$ cat config.mk
export PLATFORM = sky130hd
export DESIGN_NAME = line_route_loader
export DESIGN_NICKNAME = d
export VERILOG_FILES = /design/src/rtl/line_matrix_pkg.sv /design/src/rtl/line_route_table.sv /design/src/rtl/line_route_loader.sv
export SDC_FILE = /design/constraint.sdc
export NUM_CORES = 1
export LEC_CHECK = 0
export CORE_MARGIN = 2
export CORE_UTILIZATION = 60
export CTS_CLUSTER_DIAMETER = 40
export CTS_CLUSTER_SIZE = 12
export DETAILED_ROUTE_END_ITERATION = 7
export GPL_ROUTABILITY_DRIVEN = 0
export PLACE_DENSITY = 0.87
export SLEW_MARGIN = 20
export SYNTH_ARGS = -nofsm -noshare
export SYNTH_HDL_FRONTEND = slang
export SYNTH_HIERARCHICAL = 1
export SYNTH_SLANG_ARGS = --single-unit
$ cat constraint.sdc
create_clock -name clk -period 2.6 [get_ports clk]
set_input_delay 0.39 -clock clk [delete_from_list [all_inputs] [get_ports clk]]
set_output_delay 0.39 -clock clk [all_outputs]
set_load 0.01 [all_outputs]
$ cat src/rtl/line_matrix_pkg.sv
// Shared widths and source-code encoding for the line crosspoint matrix.
// A source code selects const 0, const 1, or physical input line (code - SRC_LINE0).
package line_matrix_pkg;

  localparam int SRC_ZERO  = 0;
  localparam int SRC_ONE   = 1;
  localparam int SRC_LINE0 = 2;

  typedef enum logic {
    S_IDLE = 1'b0,
    S_LOAD = 1'b1
  } load_state_e;

  function automatic int sw_width(input int num_inputs);
    return $clog2(num_inputs + SRC_LINE0);
  endfunction

  function automatic int ow_width(input int num_outputs);
    return (num_outputs > 1) ? $clog2(num_outputs) : 1;
  endfunction

endpackage

$ cat src/rtl/line_route_table.sv
// Staged (host-written) and active (last broadcast) route tables, with a
// write port, a staged-to-active copy port and a registered readback port.
module line_route_table
  import line_matrix_pkg::*;
#(
  parameter int NUM_OUTPUTS = 10,
  parameter int SW          = 4,
  parameter int OW          = 4
) (
  input  logic          clk,
  input  logic          rstn,
  input  logic          wr_en_i,
  input  logic [OW-1:0] wr_addr_i,
  input  logic [SW-1:0] wr_data_i,
  input  logic          cp_en_i,
  input  logic [OW-1:0] cp_addr_i,
  input  logic [OW-1:0] sel_addr_i,
  output logic [SW-1:0] stg_data_o,
  output logic [SW-1:0] act_data_o,
  input  logic [OW-1:0] rd_addr_i,
  output logic [SW-1:0] rd_data_o
);

  localparam logic [OW:0] NUM_OUT_L = NUM_OUTPUTS[OW:0];

  logic [SW-1:0] staged_q [NUM_OUTPUTS];
  logic [SW-1:0] active_q [NUM_OUTPUTS];
  logic [SW-1:0] rd_q;
  logic [SW-1:0] rd_d;

  assign stg_data_o = staged_q[sel_addr_i];
  assign act_data_o = active_q[sel_addr_i];
  assign rd_data_o  = rd_q;

  always_comb begin
    rd_d = '0;
    if ({1'b0, rd_addr_i} < NUM_OUT_L) rd_d = active_q[rd_addr_i];
  end

  // Writes only happen in IDLE and copies only in LOAD, so they never collide.
  always_ff @(posedge clk) begin
    if (!rstn) begin
      for (int i = 0; i < NUM_OUTPUTS; i++) begin
        staged_q[i] <= SW'(SRC_ZERO);
        active_q[i] <= SW'(SRC_ZERO);
      end
      rd_q <= '0;
    end else begin
      if (wr_en_i) staged_q[wr_addr_i] <= wr_data_i;
      if (cp_en_i) active_q[cp_addr_i] <= staged_q[cp_addr_i];
      rd_q <= rd_d;
    end
  end

endmodule

$ cat src/rtl/line_route_loader.sv
// Host-facing route loader: stages writes, then walks every output ID on
// commit, broadcasting (output_select, input_select) to all crosspoints.
module line_route_loader
  import line_matrix_pkg::*;
#(
  parameter  int NUM_INPUTS  = 10,
  parameter  int NUM_OUTPUTS = 10,
  localparam int SW          = sw_width(NUM_INPUTS),
  localparam int OW          = ow_width(NUM_OUTPUTS)
) (
  input  logic          clk,
  input  logic          rstn,
  input  logic          cfg_valid,
  output logic          cfg_ready,
  input  logic [OW-1:0] cfg_output,
  input  logic [SW-1:0] cfg_input,
  input  logic          commit,
  output logic          busy,
  output logic          done,
  output logic          err,
  input  logic          err_clr,
  output logic [OW-1:0] output_select,
  output logic [SW-1:0] input_select,
  input  logic [OW-1:0] rd_addr,
  output logic [SW-1:0] rd_data
);

  localparam int          MAX_SRC   = NUM_INPUTS + SRC_LINE0 - 1;
  localparam logic [SW:0] MAX_SRC_L = MAX_SRC[SW:0];
  localparam logic [OW:0] NUM_OUT_L = NUM_OUTPUTS[OW:0];
  localparam int          LAST_I    = NUM_OUTPUTS - 1;
  localparam logic [OW-1:0] K_LAST  = LAST_I[OW-1:0];
  localparam logic [OW-1:0] K_ONE   = {{(OW-1){1'b0}}, 1'b1};

  load_state_e   state_q, state_d;
  logic [OW-1:0] k_q, k_d;
  logic          pending_q, pending_d;
  logic          done_q, done_d;
  logic          err_q, err_d;

  logic          accept;
  logic          legal;
  logic          wr_en;
  logic [SW-1:0] stg_data;
  logic [SW-1:0] act_data;

  assign cfg_ready = (state_q == S_IDLE);
  assign busy      = (state_q == S_LOAD);
  assign done      = done_q;
  assign err       = err_q;

  assign accept = cfg_valid && cfg_ready;
  assign legal  = ({1'b0, cfg_output} < NUM_OUT_L) && ({1'b0, cfg_input} <= MAX_SRC_L);
  assign wr_en  = accept && legal;

  // k holds its final value in IDLE, so output_select keeps the last address
  // and the idle broadcast re-sends that entry's active value.
  assign output_select = k_q;
  assign input_select  = busy ? stg_data : act_data;

  line_route_table #(
    .NUM_OUTPUTS (NUM_OUTPUTS),
    .SW          (SW),
    .OW          (OW)
  ) u_table (
    .clk        (clk),
    .rstn       (rstn),
    .wr_en_i    (wr_en),
    .wr_addr_i  (cfg_output),
    .wr_data_i  (cfg_input),
    .cp_en_i    (busy),
    .cp_addr_i  (k_q),
    .sel_addr_i (k_q),
    .stg_data_o (stg_data),
    .act_data_o (act_data),
    .rd_addr_i  (rd_addr),
    .rd_data_o  (rd_data)
  );

  always_ff @(posedge clk) begin
    if (!rstn) begin
      state_q   <= S_IDLE;
      k_q       <= '0;
      pending_q <= 1'b0;
      done_q    <= 1'b0;
      err_q     <= 1'b0;
    end else begin
      state_q   <= state_d;
      k_q       <= k_d;
      pending_q <= pending_d;
      done_q    <= done_d;
      err_q     <= err_d;
    end
  end

  always_comb begin
    state_d   = state_q;
    k_d       = k_q;
    pending_d = pending_q;
    done_d    = 1'b0;
    // A dropped write wins over a same-cycle clear.
    err_d     = (accept && !legal) ? 1'b1 : (err_clr ? 1'b0 : err_q);
    case (state_q)
      S_IDLE: begin
        if (commit) begin
          state_d = S_LOAD;
          k_d     = '0;
        end
      end
      S_LOAD: begin
        if (k_q == K_LAST) begin
          done_d = 1'b1;
          if (pending_q || commit) begin
            k_d       = '0;
            pending_d = 1'b0;
          end else begin
            state_d = S_IDLE;
          end
        end else begin
          k_d = k_q + K_ONE;
          if (commit) pending_d = 1'b1;
        end
      end
      default: state_d = S_IDLE;
    endcase
  end

endmodule

==> results.toml, run 1 <==
[clocking]
clk_pin_slew_worst_paths_ns = 0.06
ctsHoldBuffers = 0
root_buffer = "clkbuf_16"
clockBufferDepth = 2
tritoncts = "yes"
clkSinkCount = 140
clock_insertion_delay_worst_skew_ns = 0.43
numCtsBuffers = 17
htree_levels = 4

[setup_path]
arrival_ns = 2.38
required_ns = 2.21
path_max_fanout = 7
startpoint_type = "flop"
endpoint_kind = "output port"
reg2reg_from = "output_select[0]"
worstSetupPathType = "reg2out"
cp-startpoint = "output_select[0]"

[place]
portBuffers = 32
place_ws_ns = -0.284
dp_hpwl_microns = 11400

[routing]
postRouteWirelength_microns = 16700
dr.pass1.iters = 8
wl_per_cell_microns = 23.9
drt_iter0_drc = 567
vias = 4736
remaining_drc_errors = 0
drt-vias-per-instance = 6.78
drtAntennaViolNets = 0

[grt]
antenna_found_initial = 0
grt_max_degree = 27
grt_pass1_vias = 4768
grt_overflow = 0
grt_pass1_wl_microns = 25900
grtUsageTotal_pct = 27.7

[sta]
post-route-worst-setup-slack_ns = -0.168
max_slew_margin_pct = 43.4
fin_skew_ns = 0.00919
rsz0062_at_grt = "true"
finalHoldViolCount = 0
fin_crit_ns = 2.77
tightest_slew_ns = 0.842
slew_violations = 0
setup_viol = 4
fin_crit_sh_pct = 106
max_freq_mhz = 361

[outcome]
outcome = "complete, but fails checks"
violations = "negative setup slack"

[yosys]
synth-edff-count = 128
yosysTopAreaCell = "edfxtp_1"
ys.warnings.count = 6
ys_seq_area_share_pct = 58.0
syn-instance-count = 476
ys_async_sr_fraction_pct = 0
ys_top_cells_by_count = "edfxtp_1 (128), nor2_1 (70), nand2_1 (52)"
synth_top_area_share_pct = 54.6
ys_ff_latch = 140
synth.area.top_cells = "edfxtp_1 (55%), mux4_2 (12%), mux4_1 (6.7%)"
ys_types = 50
synth_area_per_cell_sq_um = 14.8
syn_area_sq_um = 7040
syn_nets = 495
yosysMostFrequentCell = "edfxtp_1"
synth_ff_type = "edfxtp_1"

[hold_path]
worstHoldPathType = "reg2reg"
hp-start = "err"

[layout]
num_antenna_cells = 0
nets = 562
drive_gt1_share_pct = 26.6
area_growth_syn_to_layout_pct = 19.9

[power_and_ir_drop]
p_leak_nw = 3.03
p_per_area_nw_per_um2 = 667
finalPower_w = 0.00562
peakVddDrop_uv = 527

[die]
fp.dieH_microns = 112
die_x_microns = 112
rows = 39
die_area_sq_um = 12600
ios = 33
start_util_pct = 61.6
core_sq_um = 11400

[flow_run]
max_cap_violations = 0
## repair_timing
item | 4_1_cts | 5_1_grt
gates resized for setup | 41 | 7
pin swaps | 9 | 7
setup buffers | 8 | 2
gates cloned | 0 | 1
setup endpoints to repair | 4 | 4
## sequential cells by signal, summed over array words and instances (netlist names)
signal,cells
u_table/rd_data_o,4
pending_q,1
busy,1
u_table/staged_q,64
done,1
u_table/active_q,64
output_select,4
err,1
## placed cells by master (no fill, tap or decap), drive strengths merged, types with 7 or more instances in the layout
cell type      count
edfxtp           128
dfxtp             12
buf               47
nor2b              7
mux2i             11
clkbuf            19
nand2             52
clkdlybuf4s50     28
mux4              56
nor2              70
a22oi             22
and3              12
inv               10
nand3              9
o21ai              7
## per-layer routing
metal / part of all wire, % / wire length [microns] / track usage [%]
met5: 0 / 0 / 0
met4: 4.8 / 796 / 14.8
met3: 7.7 / 1300 / 5.62
met2: 50 / 8420 / 46.5
met1: 37 / 6230 / 34.1
## where the power goes
group          internal (W)  switching (W)
combinational      0.000274       0.000254
sequential          0.00251      0.0000474
clock               0.00161       0.000936
## cell type report
| cell class | count | area (sq um) |
|---|---|---|
| sequential | 140 | 4090 |
| fill | 653 | 2980 |
| multi-input combinational | 301 | 2750 |
| timing repair buffer | 76 | 774 |
| clock buffer | 18 | 429 |
| clock inverter | 14 | 193 |
| tap | 143 | 179 |
| inverter | 7 | 26.3 |
## path summary, 6_finish.rpt
kind | cells past startpoint | end | slack (ns)
min | 2 | err | 0.47
max | 7 | input_select[0] | -0.17
max reg2reg | 7 | u_table/active_q[10][1] | 0.21
min reg2reg | 2 | err | 0.47
## through the flow
stage                     hold WS (ns)  cells  area, sq um  TNS, ns  util [%]
after floorplan                  0.493    476         7040        0         -
after global placement           0.469    656         7620   -0.852      66.7
after detailed placement         0.475    656         7620    -1.03      66.7
after CTS                        0.483    696         8380   -0.488      73.4
after global routing             0.503    699         8440   -0.768      73.9
final                            0.474    699         8440   -0.542      73.9
## logic make-up (layout without fill, tap and decap cells)
kind of cell,count (synthesis),count (layout),share of synthesized area [%]
AND/OR/NAND/NOR,185,185,12.6
flip-flops,140,140,58.0
multiplexers,71,71,21.5
AO/OA/AOI/OAI,43,43,4.28
buffers and inverters,35,115,3.31
adder cells (fa/ha/maj),2,2,0.355
## critical path: stages, from the launching register on
cell	delay, ns
dfxtp_4	0.43
buf_12	0.15
buf_6	0.10
mux4_2	0.53
a22oi_2	0.24
nand2_1	0.09
mux2_4	0.28
buf_6	0.12
Note: power is estimated with default switching activity, not from simulation.
==> run 2: changes to the inputs <==
CTS_BUF_LIST = sky130_fd_sc_hd__clkbuf_4 sky130_fd_sc_hd__clkbuf_8 sky130_fd_sc_hd__clkbuf_16   (was unset)
SKIP_CTS_REPAIR_TIMING = 1   (was unset)
==> run 2 against run 1 <==
- the flow still finishes with violations (negative setup slack)
- clock power is essentially flat
- routed wire length grew 4.6%
- clock skew about the same
==> results.toml, run 2 (same netlist as run 1, synthesis figures left out) <==
[outcome]
outcome = "complete, but fails checks"
violations = "negative setup slack"

[power_and_ir_drop]
p_leak_nw = 3.04
finalPower_w = 0.00565
p_per_area_nw_per_um2 = 668
peakVddDrop_uv = 528

[die]
rows = 39
core_sq_um = 11400
ios = 33
die_x_microns = 112
die_area_sq_um = 12600
start_util_pct = 61.6
fp.dieH_microns = 112

[grt]
antenna_found_initial = 0
grt_pass1_vias = 4635
grt_max_degree = 33
grtUsageTotal_pct = 26.8
grt_pass1_wl_microns = 25300
grt_overflow = 0

[layout]
final_cell_mix = "edfxtp_1 (128), nor2_1 (70), nand2_1 (50)"
final_common_cell = "edfxtp_1"
nets = 564
top_regs = "u_table/active_q (64), u_table/staged_q (64)"
area_growth_syn_to_layout_pct = 20.2
drive_gt1_share_pct = 27.1
num_antenna_cells = 0
design_area_sq_um = 8460

[place]
place_ws_ns = -0.284
dpl_cell_area_sq_um = 7620
dp_hpwl_microns = 11400
portBuffers = 32

[routing]
wl_per_cell_microns = 25.0
vias = 4809
drt_iter0_drc = 604
dr.pass1.iters = 6
drtAntennaViolNets = 0
remaining_drc_errors = 0
postRouteWirelength_microns = 17500
drt-vias-per-instance = 6.86

[sta]
fin_skew_ns = 0.00931
max_freq_mhz = 358
slew_violations = 0
max_slew_margin_pct = 41.7
fin_crit_ns = 2.79
post-route-worst-setup-slack_ns = -0.195
finalHoldViolCount = 0
setup_viol = 4
tightest_slew_ns = 0.867
rsz0062_at_grt = "true"
tns_ns = -0.657
hold_slack_ns = 0.476
fin_crit_sh_pct = 107

[setup_path]
max_stage_delay_ns = 0.52
path_max_fanout = 6
arrival_ns = 2.40
slowest_stage = "mux4_2"
cp_num_buf_inv = 3
worstSetupPathType = "reg2out"
crit_family = "multiplexers"
crit_chain = "buf_16 -> buf_12 -> mux4_2 -> a22oi_2 -> nand2_2 -> mux2_2 -> clkbuf_2"
startpoint_type = "flop"
required_ns = 2.21
endpoint_kind = "output port"

[clocking]
tritoncts = "yes"
numCtsBuffers = 17
clockBufferDepth = 2
clock_insertion_delay_worst_skew_ns = 0.43
root_buffer = "clkbuf_16"
clkSinkCount = 140
clk_pin_slew_worst_paths_ns = 0.06
htree_levels = 4

[hold_path]
worstHoldPathType = "reg2reg"

[flow_run]
max_cap_violations = 0
-- run 2: changes by cell type in the layout (fill, tap and decap cells not counted), sizes merged --
cell    before  now
clkbuf      19   22
buf         47   46
-- run 2: cell type report --
| cell class | count | area, sq um |
|---|---|---|
| tap | 143 | 179 |
| timing repair buffer | 78 | 787 |
| inverter | 7 | 26.3 |
| fill | 650 | 2960 |
| sequential | 140 | 4090 |
| clock buffer | 18 | 433 |
| clock inverter | 14 | 193 |
| multi-input combinational | 301 | 2750 |
-- run 2: stage by stage --
stage                     utilization [%]  instances
after global placement               66.7        656
after detailed placement             66.7        656
final                                74.1        701
after floorplan                         -        476
after CTS                            72.2        688
after global routing                 74.1        701
-- run 2: per-layer routing --
| metal | global-route usage [%] | up-vias | share of wire (%) |
|---|---|---|---|
| li1 | - | 2016 | - |
| met1 | 33.6 | 2344 | 36 |
| met2 | 45.4 | 375 | 50 |
| met3 | 5.83 | 74 | 9.6 |
| met4 | 12.1 | 0 | 4.6 |
| met5 | 0 | - | 0 |
-- run 2: worst paths after layout --
check                        start                       to  slack, ns  cells past startpoint
hold / removal                 err                      err       0.48                      2
hold reg to reg                err                      err       0.48                      2
setup / recovery  output_select[0]          input_select[0]      -0.19                      7
setup reg to reg  output_select[0]  u_table/active_q[10][1]       0.09                      7
-- run 2: power breakdown --
part,internal [W],switching [W]
clock,0.00162,0.000952
combinational,0.000268,0.000261
sequential,0.00250,0.0000475
-- run 2: tightest hold or removal path, stage by stage (launching register included) --
cell and delay (ns):
dfxtp_1 0.31, nand2b_1 0.06, a21oi_1 0.06
